`config.mk`:
```
export PLATFORM = sky130hd
export DESIGN_NAME = mgmt_gpio_ctrl
export DESIGN_NICKNAME = d
export VERILOG_FILES = /design/src/rtl/mgmt_gpio_ctrl.sv
export SDC_FILE = /design/constraint.sdc
export NUM_CORES = 1
export LEC_CHECK = 0
export CAP_MARGIN = 20
export CORE_MARGIN = 5
export CORE_UTILIZATION = 35
export CTS_CLUSTER_DIAMETER = 200
export DETAILED_ROUTE_END_ITERATION = 8
export GPL_TIMING_DRIVEN = 0
export SYNTH_ARGS = -nofsm -noshare
export SYNTH_HDL_FRONTEND = slang
export SYNTH_SLANG_ARGS = --single-unit
```
`constraint.sdc`:
```
create_clock -name wb_clk_i -period 5.3 [get_ports wb_clk_i]
set_input_delay 1.06 -clock wb_clk_i [delete_from_list [all_inputs] [get_ports wb_clk_i]]
set_output_delay 1.06 -clock wb_clk_i [all_outputs]
set_load 0.01 [all_outputs]
```
`src/rtl/mgmt_gpio_ctrl.sv`:
```
// Management GPIO pad controller: Wishbone regs, blink sequencer,
// pad input sync with sticky edge flag. Optional macro: MGMT_GPIO_IRQ_EN.
//
// Ports:
//   wb_clk_i, wb_rst_i        clock, sync active-high reset
//   wb_cyc_i/stb_i/we_i       Wishbone cycle, strobe, write enable
//   wb_sel_i[3:0]             byte lane select
//   wb_adr_i[3:0]             byte address, [3:2] = register index
//   wb_dat_i/wb_dat_o[31:0]   write / read data (read valid with ack)
//   wb_ack_o                  single-cycle acknowledge
//   gpio_in_pad               asynchronous pad input
//   gpio_out_pad              pad output value
//   gpio_outenb_pad           output enable, active low
//   gpio_inenb_pad            input enable, active low
//   gpio_mode0/1_pad          pad drive mode
//   gpio_irq                  edge interrupt (0 without MGMT_GPIO_IRQ_EN)
module mgmt_gpio_ctrl #(
  parameter int PW          = 24,
  parameter int SYNC_STAGES = 2
) (
  input  logic        wb_clk_i,
  input  logic        wb_rst_i,
  input  logic        wb_cyc_i,
  input  logic        wb_stb_i,
  input  logic        wb_we_i,
  input  logic [3:0]  wb_sel_i,
  input  logic [3:0]  wb_adr_i,
  input  logic [31:0] wb_dat_i,
  output logic [31:0] wb_dat_o,
  output logic        wb_ack_o,
  input  logic        gpio_in_pad,
  output logic        gpio_out_pad,
  output logic        gpio_outenb_pad,
  output logic        gpio_inenb_pad,
  output logic        gpio_mode0_pad,
  output logic        gpio_mode1_pad,
  output logic        gpio_irq
);

  typedef enum logic [1:0] {
    S_IDLE,
    S_HIGH,
    S_LOW
  } state_t;

  localparam logic [PW-1:0] ONE = PW'(1);

  logic                   r_ack;
  logic [31:0]            r_dat;
  logic [5:0]             r_ctrl;
  logic [PW-1:0]          r_period;
  logic [PW-1:0]          r_cnt;
  logic [7:0]             r_count;
  state_t                 r_state;
  logic [SYNC_STAGES-1:0] r_sync;
  logic                   r_prev;
  logic                   r_flag;
  logic                   r_out;
  logic                   r_outenb;
  logic                   r_inenb;
  logic                   r_mode0;
  logic                   r_mode1;

  logic        w_req;
  logic        w_wr;
  logic        w_wr_ctrl;
  logic        w_wr_per;
  logic        w_wr_cnt;
  logic        w_wr_stat;
  logic [31:0] w_wmask;
  logic [PW-1:0] w_pmask;
  logic [PW-1:0] w_eff_m1;
  logic        w_hit;
  logic        w_busy;
  logic        w_blink_q;
  logic        w_sync;
  logic        w_edge;
  logic        w_irq_en;
  logic [31:0] w_rdata;
  logic        w_unused;

  assign w_req     = wb_cyc_i & wb_stb_i;
  // Writes commit on the edge that closes the ack cycle.
  assign w_wr      = w_req & wb_we_i & r_ack;
  assign w_wr_ctrl = w_wr & (wb_adr_i[3:2] == 2'd0) & wb_sel_i[0];
  assign w_wr_per  = w_wr & (wb_adr_i[3:2] == 2'd1);
  assign w_wr_cnt  = w_wr & (wb_adr_i[3:2] == 2'd2) & wb_sel_i[0];
  assign w_wr_stat = w_wr & (wb_adr_i[3:2] == 2'd3) & wb_sel_i[0];

  assign w_wmask = {{8{wb_sel_i[3]}}, {8{wb_sel_i[2]}},
                    {8{wb_sel_i[1]}}, {8{wb_sel_i[0]}}};
  assign w_pmask = w_wmask[PW-1:0];

  // Period 0 behaves as 1; >= lets a shortened period end the phase.
  assign w_eff_m1  = (r_period == '0) ? '0 : r_period - ONE;
  assign w_hit     = (r_cnt >= w_eff_m1);
  assign w_busy    = (r_state != S_IDLE);
  assign w_blink_q = (r_state == S_HIGH);

  assign w_sync = r_sync[SYNC_STAGES-1];
  assign w_edge = w_sync ^ r_prev;

  assign w_unused = &{1'b0, wb_adr_i[1:0], wb_dat_i};

  always_comb begin
    w_rdata = '0;
    unique case (wb_adr_i[3:2])
      2'd0: w_rdata = {26'd0, r_ctrl};
      2'd1: w_rdata = 32'(r_period);
      2'd2: w_rdata = {24'd0, r_count};
      2'd3: w_rdata = {28'd0, w_irq_en, w_busy, r_flag, w_sync};
      default: w_rdata = '0;
    endcase
  end

  always_ff @(posedge wb_clk_i) begin
    if (wb_rst_i) begin
      r_ack <= 1'b0;
      r_dat <= '0;
    end else begin
      r_ack <= w_req & ~r_ack;
      r_dat <= (w_req & ~r_ack & ~wb_we_i) ? w_rdata : '0;
    end
  end

  // Pad control pins only follow CTRL when it is written, so the
  // reset drive (input enabled) holds until software configures it.
  always_ff @(posedge wb_clk_i) begin
    if (wb_rst_i) begin
      r_ctrl   <= '0;
      r_period <= '0;
      r_outenb <= 1'b1;
      r_inenb  <= 1'b0;
      r_mode0  <= 1'b0;
      r_mode1  <= 1'b0;
    end else begin
      if (w_wr_ctrl) begin
        r_ctrl   <= wb_dat_i[5:0];
        r_outenb <= ~wb_dat_i[1];
        r_inenb  <= ~wb_dat_i[2];
        r_mode0  <= wb_dat_i[3];
        r_mode1  <= wb_dat_i[4];
      end
      if (w_wr_per) begin
        r_period <= (r_period & ~w_pmask)
                  | (wb_dat_i[PW-1:0] & w_pmask);
      end
    end
  end

  always_ff @(posedge wb_clk_i) begin
    if (wb_rst_i) begin
      r_state <= S_IDLE;
      r_cnt   <= '0;
      r_count <= '0;
    end else if (w_wr_cnt) begin
      r_state <= S_HIGH;
      r_cnt   <= '0;
      r_count <= wb_dat_i[7:0];
    end else begin
      unique case (r_state)
        S_IDLE: begin
          r_cnt <= '0;
        end
        S_HIGH: begin
          if (w_hit) begin
            r_state <= S_LOW;
            r_cnt   <= '0;
          end else begin
            r_cnt <= r_cnt + ONE;
          end
        end
        S_LOW: begin
          if (w_hit) begin
            r_cnt <= '0;
            if (r_count == 8'd1) begin
              r_state <= S_IDLE;
              r_count <= '0;
            end else if (r_count == 8'd0) begin
              r_state <= S_HIGH;
            end else begin
              r_state <= S_HIGH;
              r_count <= r_count - 8'd1;
            end
          end else begin
            r_cnt <= r_cnt + ONE;
          end
        end
        default: begin
          r_state <= S_IDLE;
          r_cnt   <= '0;
        end
      endcase
    end
  end

  always_ff @(posedge wb_clk_i) begin
    if (wb_rst_i) begin
      r_out <= 1'b0;
    end else begin
      r_out <= (r_ctrl[5] & w_busy) ? w_blink_q : r_ctrl[0];
    end
  end

  always_ff @(posedge wb_clk_i) begin
    if (wb_rst_i) begin
      r_sync <= '0;
      r_prev <= 1'b0;
      r_flag <= 1'b0;
    end else begin
      r_sync <= {r_sync[SYNC_STAGES-2:0], gpio_in_pad};
      r_prev <= w_sync;
      // A new edge beats a simultaneous W1C.
      if (w_edge) begin
        r_flag <= 1'b1;
      end else if (w_wr_stat & wb_dat_i[1]) begin
        r_flag <= 1'b0;
      end
    end
  end

`ifdef MGMT_GPIO_IRQ_EN
  logic r_irq_en;
  logic r_irq;

  always_ff @(posedge wb_clk_i) begin
    if (wb_rst_i) begin
      r_irq_en <= 1'b0;
      r_irq    <= 1'b0;
    end else begin
      if (w_wr_stat) begin
        r_irq_en <= wb_dat_i[3];
      end
      r_irq <= r_flag & r_irq_en;
    end
  end

  assign w_irq_en = r_irq_en;
  assign gpio_irq = r_irq;
`else
  assign w_irq_en = 1'b0;
  assign gpio_irq = 1'b0;
`endif

  assign wb_ack_o        = r_ack;
  assign wb_dat_o        = r_dat;
  assign gpio_out_pad    = r_out;
  assign gpio_outenb_pad = r_outenb;
  assign gpio_inenb_pad  = r_inenb;
  assign gpio_mode0_pad  = r_mode0;
  assign gpio_mode1_pad  = r_mode1;

endmodule

```
==> impl_metrics.toml, run 1 <==
[grt]
grt_overflow_total = 0
number_of_global_route_vias_before_repair = 4259
number_of_antenna_violations_at_the_first_check_in_global_routing = 0
overall_routing_resource_usage = 0.153
pin_count_of_the_biggest_net_entering_global_routing = 17
grt_pass1_wl_mm = 20.5

[synthesis]
yosys.area_share.adder = 0.0810
synth_compound_gate_area_share = 0.0933
synthSimpleGateAreaFrac = 0.250
synth-edff-count = 0
post-synth-top-count-cell = "sky130_fd_sc_hd__dfxtp_1"
synth_xor_area_frac = 0.0726
share_of_the_yosys_chip_area_belonging_to_registers = 0.389
yosys_warnings = 0
synthesis.instances = 576
ys_async_sr_fraction = 0
dominant_cells_by_area_after_synthesis = "sky130_fd_sc_hd__dfxtp_1 39%, sky130_fd_sc_hd__ha_1 8.1%, sky130_fd_sc_hd__nor2_1 6.8%"
post_synth_mux_area_share = 0.0718
post_synthesis_cell_type_count = 49
share_of_the_synthesized_area_in_the_top_cell_type = 0.389
seq_cells_post_synth = 96
dominantRegCellSynth = "sky130_fd_sc_hd__dfxtp_1"
synth.top_cells.by_count = "96 x sky130_fd_sc_hd__dfxtp_1, 89 x sky130_fd_sc_hd__nor2_1, 57 x sky130_fd_sc_hd__nand2_1"
syn-mean-instance-area_um2 = 8.59
synth_top_family_by_area = "simple AND/OR/NAND/NOR gates"
syn_area_um2 = 4950
synth_top_cell_by_area = "sky130_fd_sc_hd__dfxtp_1"

[route]
post_drt_via_cell_ratio = 5.11
detail_route.first_pass.iterations = 5
route.antenna.remaining_nets = 0
totalWireLength_mm = 12.7
detailed_route_via_count = 4312
drc_errors = 0
dr.first_iter.drc_count = 324
mean_routed_wirelength_per_cell_um = 15.0

[cts]
post_cts_resize_count = 0
cts.hold.buffers_added = 0
max-clock-path-buffers = 2
cts_tree = "built"
cts_made_buffers = 9
clk_root_buffer_cell = "sky130_fd_sc_hd__clkbuf_16"
numClockSinks = 96
clk_slew_on_worst_s_h_paths_ps = 70
clock_latency_ps = 340
cts_max_level = 3
post-cts-setup-buffer-count = 0

[worst_setup_path]
worst-r2r-cell-count = 15
worst-endpoint-required_ps = 5570
worst-endpoint-arrival_ps = 4960
worstSetupStartpointType = "flip-flop"
path_max_fanout = 7
timing.critical_path.to_type = "flip-flop"
cp-endpoint = "r_count[3]$_SDFFE_PP0P_"
reg2reg_to = "r_count[3]$_SDFFE_PP0P_"
worst-r2r-setup-slack_ps = 610
criticalPathCategory = "reg -> reg"

[final_layout]
antenna_cells_inserted = 0
final_design_area_no_fill_um2 = 6120
syn2layout_area_growth_pct = 23.8
drive_above_1_share = 0.0497
final_nets = 737

[pwr]
design_power_total_mw = 1.44
max-vdd-ir-drop_mv = 0.142
power.density_nw_per_um2 = 234
static_leakage_nw = 2.50

[timing]
timing.setup.tns_ps = 0
timing.final.crit_share = 0.885
final-max-slew-violation-count = 0
post-route-worst-setup-slack_ps = 610
slew_headroom = 0.522
finClkSkew_ps = 5.42
rsz0062_at_grt = "no"
setup_viol = 0
timing.final.crit_period_ps = 4690
finalHoldViolCount = 0
max_freq_mhz = 213
worst_pin_slew_ps = 711

[die]
rows = 43
dieHeight_um = 129
floorplan.die_area_um2 = 16600
ios = 85
floorplan.die.width_um = 129
core-area_um2 = 13900
initial_core_util = 0.356

[outcome]
outcome = "complete, no violations"

[min_path]
min_path_type = "reg -> reg"

[run]
maxCapViolCount = 0

[placement]
dp_wirelength_mm = 9.90
placedInstanceArea_um2 = 5840
port_buffers = 64
place_ws_ps = 614
gp_congestion = 0.867
worst max-delay path: stages, from the launching register on:
cell	delay [ps]
sky130_fd_sc_hd__dfxtp_1	300
sky130_fd_sc_hd__clkbuf_1	180
sky130_fd_sc_hd__nor4_1	600
sky130_fd_sc_hd__nand2_1	270
sky130_fd_sc_hd__nor2_1	220
sky130_fd_sc_hd__nand2_1	170
sky130_fd_sc_hd__nor4_1	280
sky130_fd_sc_hd__xor2_1	200
sky130_fd_sc_hd__nand2_1	90
sky130_fd_sc_hd__ha_1	330
sky130_fd_sc_hd__nand4_1	110
sky130_fd_sc_hd__or4_1	560
sky130_fd_sc_hd__a31oi_2	340
sky130_fd_sc_hd__o21ai_1	260
sky130_fd_sc_hd__or4_1	550
sky130_fd_sc_hd__a31oi_1	180
logic make-up (layout without fill, tap and decap cells):
logic type | Yosys count | after routing
other cells | 1 | 9
simple gates | 260 | 260
fa+ha+maj | 32 | 32
xor+xnor | 41 | 41
mux | 33 | 33
compound gates | 72 | 72
flops | 96 | 96
buf+inv | 41 | 121
layout make-up:
cell class / count / area [um^2]
Buffer: 30 / 165
Clock buffer: 10 / 239
Clock inverter: 6 / 42.5
Fill cell: 1393 / 7760
Inverter: 11 / 41.3
Multi-Input combinational cell: 447 / 2850
Sequential cell: 96 / 1920
Tap cell: 180 / 225
Timing Repair Buffer: 64 / 641
worst min path at each step:
stage / start / slack (ps) / cells past startpoint / end
after floorplan: r_sync[0]$_SDFF_PP0_ / 410 / 1 / r_sync[1]$_SDFF_PP0_
after global placement: r_sync[0]$_SDFF_PP0_ / 420 / 1 / r_sync[1]$_SDFF_PP0_
after detailed placement: r_sync[0]$_SDFF_PP0_ / 430 / 1 / r_sync[1]$_SDFF_PP0_
after CTS: r_sync[0]$_SDFF_PP0_ / 440 / 1 / r_sync[1]$_SDFF_PP0_
after global routing: r_sync[0]$_SDFF_PP0_ / 460 / 1 / r_sync[1]$_SDFF_PP0_
final: r_sync[0]$_SDFF_PP0_ / 440 / 1 / r_sync[1]$_SDFF_PP0_
through the flow:
step	utilization	cells	hold WS (ps)
finish	0.441	844	437
global route	0.441	844	456
CTS	0.441	844	443
detailed placement	0.421	828	427
global placement	0.421	828	419
floorplan	-	584	414
metal layers:
metal | routed length, um | global-route usage | share of wire
met1 | 5500 | 0.187 | 0.43
met2 | 6210 | 0.273 | 0.49
met3 | 736 | 0.0282 | 0.058
met4 | 216 | 0.0469 | 0.017
met5 | 0 | 0 | 0
placed cells by master (no fill, tap or decap), types with 3 or more instances in the layout:
cell	Yosys	final
sky130_fd_sc_hd__dfxtp_1	96	96
sky130_fd_sc_hd__nor2_1	89	89
sky130_fd_sc_hd__clkdlybuf4s50_1	0	64
sky130_fd_sc_hd__nand2_1	57	57
sky130_fd_sc_hd__ha_1	32	32
sky130_fd_sc_hd__mux2i_1	31	31
sky130_fd_sc_hd__nand3_1	24	24
sky130_fd_sc_hd__a21oi_1	24	24
sky130_fd_sc_hd__xor2_1	23	23
sky130_fd_sc_hd__xnor2_1	18	18
sky130_fd_sc_hd__and2_1	18	18
sky130_fd_sc_hd__clkbuf_1	17	17
sky130_fd_sc_hd__nor3_1	16	16
sky130_fd_sc_hd__o21ai_0	13	13
sky130_fd_sc_hd__nor2b_1	13	13
sky130_fd_sc_hd__inv_1	11	11
sky130_fd_sc_hd__buf_4	10	10
sky130_fd_sc_hd__a31oi_1	9	9
sky130_fd_sc_hd__conb_1	1	9
sky130_fd_sc_hd__clkbuf_16	0	9
sky130_fd_sc_hd__nor4_1	8	8
sky130_fd_sc_hd__and3_1	7	7
sky130_fd_sc_hd__nand2b_1	6	6
sky130_fd_sc_hd__nand4_1	6	6
sky130_fd_sc_hd__a211oi_1	6	6
sky130_fd_sc_hd__or4_1	5	5
sky130_fd_sc_hd__o211ai_1	5	5
sky130_fd_sc_hd__or3_1	3	3
where the power goes:
group	switching, mW	internal, mW
registers	0.00145	0.723
clock network	0.281	0.332
logic	0.0499	0.0486
Note: power is estimated with default switching activity, not from simulation.
==> run 2, diff against run 1 <==
Settings changed: CTS_CLUSTER_DIAMETER 200 to 120.
==> results of run 2 <==
Final layout, timing and power as in run 1 (identical DEF).
==> run 3, diff against run 2 <==
Settings changed: CTS_BUF_LIST set to sky130_fd_sc_hd__clkbuf_8, CTS_CLUSTER_DIAMETER 120 to unset.
==> run 3 against run 2 <==
Net effect: die area unchanged; critical path type unchanged; utilization decreased by 0.73 points; routed wire length decreased by 0.13%; sequential share of layout area increased by 0.53 points; critical path depth unchanged; global-route usage decreased by 0.069 points; first-iteration DRC count decreased by 15%; register-to-register slack got worse by 30 ps.
==> impl_metrics.toml, run 3 (synthesized netlist as in run 1, its figures left out) <==
[cts]
numClockSinks = 96
clock_latency_ps = 370
post_cts_resize_count = 0
clk_slew_on_worst_s_h_paths_ps = 90
max-clock-path-buffers = 2
cts.hold.buffers_added = 0
clk_root_buffer_cell = "sky130_fd_sc_hd__clkbuf_8"
post-cts-setup-buffer-count = 0
cts_tree = "built"
cts_max_level = 3
cts_made_buffers = 9

[worst_setup_path]
worst-endpoint-required_ps = 5600
worst-r2r-cell-count = 15
timing.critical_path.to_type = "flip-flop"
criticalPathCategory = "reg -> reg"
worst-r2r-setup-slack_ps = 580
reg2reg_to = "r_count[3]$_SDFFE_PP0P_"
path_max_fanout = 7
worst-endpoint-arrival_ps = 5020
worstSetupStartpointType = "flip-flop"

[die]
ios = 85
floorplan.die.width_um = 129
floorplan.die_area_um2 = 16600
rows = 43
core-area_um2 = 13900
dieHeight_um = 129
initial_core_util = 0.356

[timing]
timing.final.crit_share = 0.890
finClkSkew_ps = 6.27
rsz0062_at_grt = "no"
finalHoldViolCount = 0
post-route-worst-setup-slack_ps = 581
setup_viol = 0
timing.setup.tns_ps = 0
final-max-slew-violation-count = 0
max_freq_mhz = 212
timing.final.crit_period_ps = 4720
slew_headroom = 0.508
worst_pin_slew_ps = 731

[route]
detail_route.first_pass.iterations = 4
route.antenna.remaining_nets = 0
mean_routed_wirelength_per_cell_um = 15.0
drc_errors = 0
detailed_route_via_count = 4261
totalWireLength_mm = 12.6
dr.first_iter.drc_count = 275
post_drt_via_cell_ratio = 5.05

[grt]
pin_count_of_the_biggest_net_entering_global_routing = 17
overall_routing_resource_usage = 0.153
grt_pass1_wl_mm = 20.4
number_of_global_route_vias_before_repair = 4229
grt_overflow_total = 0
number_of_antenna_violations_at_the_first_check_in_global_routing = 0

[pwr]
max-vdd-ir-drop_mv = 0.113
power_frac_clock = 0.352
logic_gate_share_of_total_power = 0.077
switching_share = 0.247
power.density_nw_per_um2 = 211
pwr-share-seq = 0.571
static_leakage_nw = 2.46
internal_power_mw = 0.956
net-switching-power_mw = 0.313

[final_layout]
drive_above_1_share = 0.0497
fillCellCount = 1411
layout.cells.most_common = "sky130_fd_sc_hd__dfxtp_1"
antenna_cells_inserted = 0
layout.cells.most_common_list = "96 x sky130_fd_sc_hd__dfxtp_1, 89 x sky130_fd_sc_hd__nor2_1, 64 x sky130_fd_sc_hd__clkdlybuf4s50_1, 57 x sky130_fd_sc_hd__nand2_1, 32 x sky130_fd_sc_hd__ha_1"
final_nets = 737
syn2layout_area_growth_pct = 21.8

[placement]
gp_congestion = 0.867
dp_wirelength_mm = 9.90
port_buffers = 64
place_ws_ps = 614

[outcome]
outcome = "complete, no violations"

[min_path]
timing.hold.worst_path_depth = 1
hp-start = "r_sync[0]$_SDFF_PP0_"
endpoint_worst_hold = "r_sync[1]$_SDFF_PP0_"
min_path_type = "reg -> reg"

[run]
maxCapViolCount = 0
run 3: cell counts in the layout (fill, tap and decap cells not counted):
No cell type changed its count.
run 3: worst max path at each step:
stage          depth (start not counted)                      end  slack [ps]
3_3_place_gp                          16  r_count[3]$_SDFFE_PP0P_         750
3_5_place_dp                          15  r_count[3]$_SDFFE_PP0P_         610
4_1_cts                               15  r_count[3]$_SDFFE_PP0P_         570
6_report                              15  r_count[3]$_SDFFE_PP0P_         580
2_1_floorplan                         19     r_cnt[10]$_SDFF_PP0_        1380
5_1_grt                               15  r_count[3]$_SDFFE_PP0P_         180
run 3: worst max-delay path, stage by stage, from the launching register on:
cell                       delay (ps)
sky130_fd_sc_hd__dfxtp_1          300
sky130_fd_sc_hd__clkbuf_1         180
sky130_fd_sc_hd__nor4_1           610
sky130_fd_sc_hd__nand2_1          270
sky130_fd_sc_hd__nor2_1           220
sky130_fd_sc_hd__nand2_1          170
sky130_fd_sc_hd__nor4_1           290
sky130_fd_sc_hd__xor2_1           200
sky130_fd_sc_hd__nand2_1           90
sky130_fd_sc_hd__ha_1             330
sky130_fd_sc_hd__nand4_1          110
sky130_fd_sc_hd__or4_1            560
sky130_fd_sc_hd__a31oi_2          340
sky130_fd_sc_hd__o21ai_1          260
sky130_fd_sc_hd__or4_1            550
sky130_fd_sc_hd__a31oi_1          180
run 3: per-stage QoR:
step	area, um^2	utilization	instances	power, mW	hold WS [ps]
2_1_floorplan	4980	-	584	0.793	414
3_3_place_gp	5840	0.421	828	0.839	419
3_5_place_dp	5840	0.421	828	0.839	427
4_1_cts	6020	0.434	844	1.28	450
5_1_grt	6020	0.434	844	1.32	461
6_report	6020	0.434	844	1.27	445
run 3: cell type report:
type / instances / area, um^2 / share of cell area
Buffer: 30 / 165 / 0.0274
Clock buffer: 10 / 138 / 0.0229
Clock inverter: 6 / 42.5 / 0.00706
Inverter: 11 / 41.3 / 0.00686
Multi-Input combinational cell: 447 / 2850 / 0.473
Sequential cell: 96 / 1920 / 0.319
Tap cell: 180 / 225 / 0.0374
Timing Repair Buffer: 64 / 641 / 0.106
run 3: layer usage:
layer  up-vias  global-route usage  share of wire  wire length, um
li1       2142                   -              -                -
met2       104               0.271           0.50             6300
met1      2004               0.187           0.44             5580
met3        11              0.0295          0.048              602
met5         -                   0              0                0
met4         0              0.0469          0.013              161
run 3: power groups by stage:
stage / registers (mW) / clock network, mW / logic, mW
floorplan: 0.741 / 0 / 0.0523
global placement: 0.741 / 0 / 0.0973
detailed placement: 0.741 / 0 / 0.0980
CTS: 0.724 / 0.461 / 0.0985
global route: 0.725 / 0.489 / 0.108
finish: 0.724 / 0.446 / 0.0983
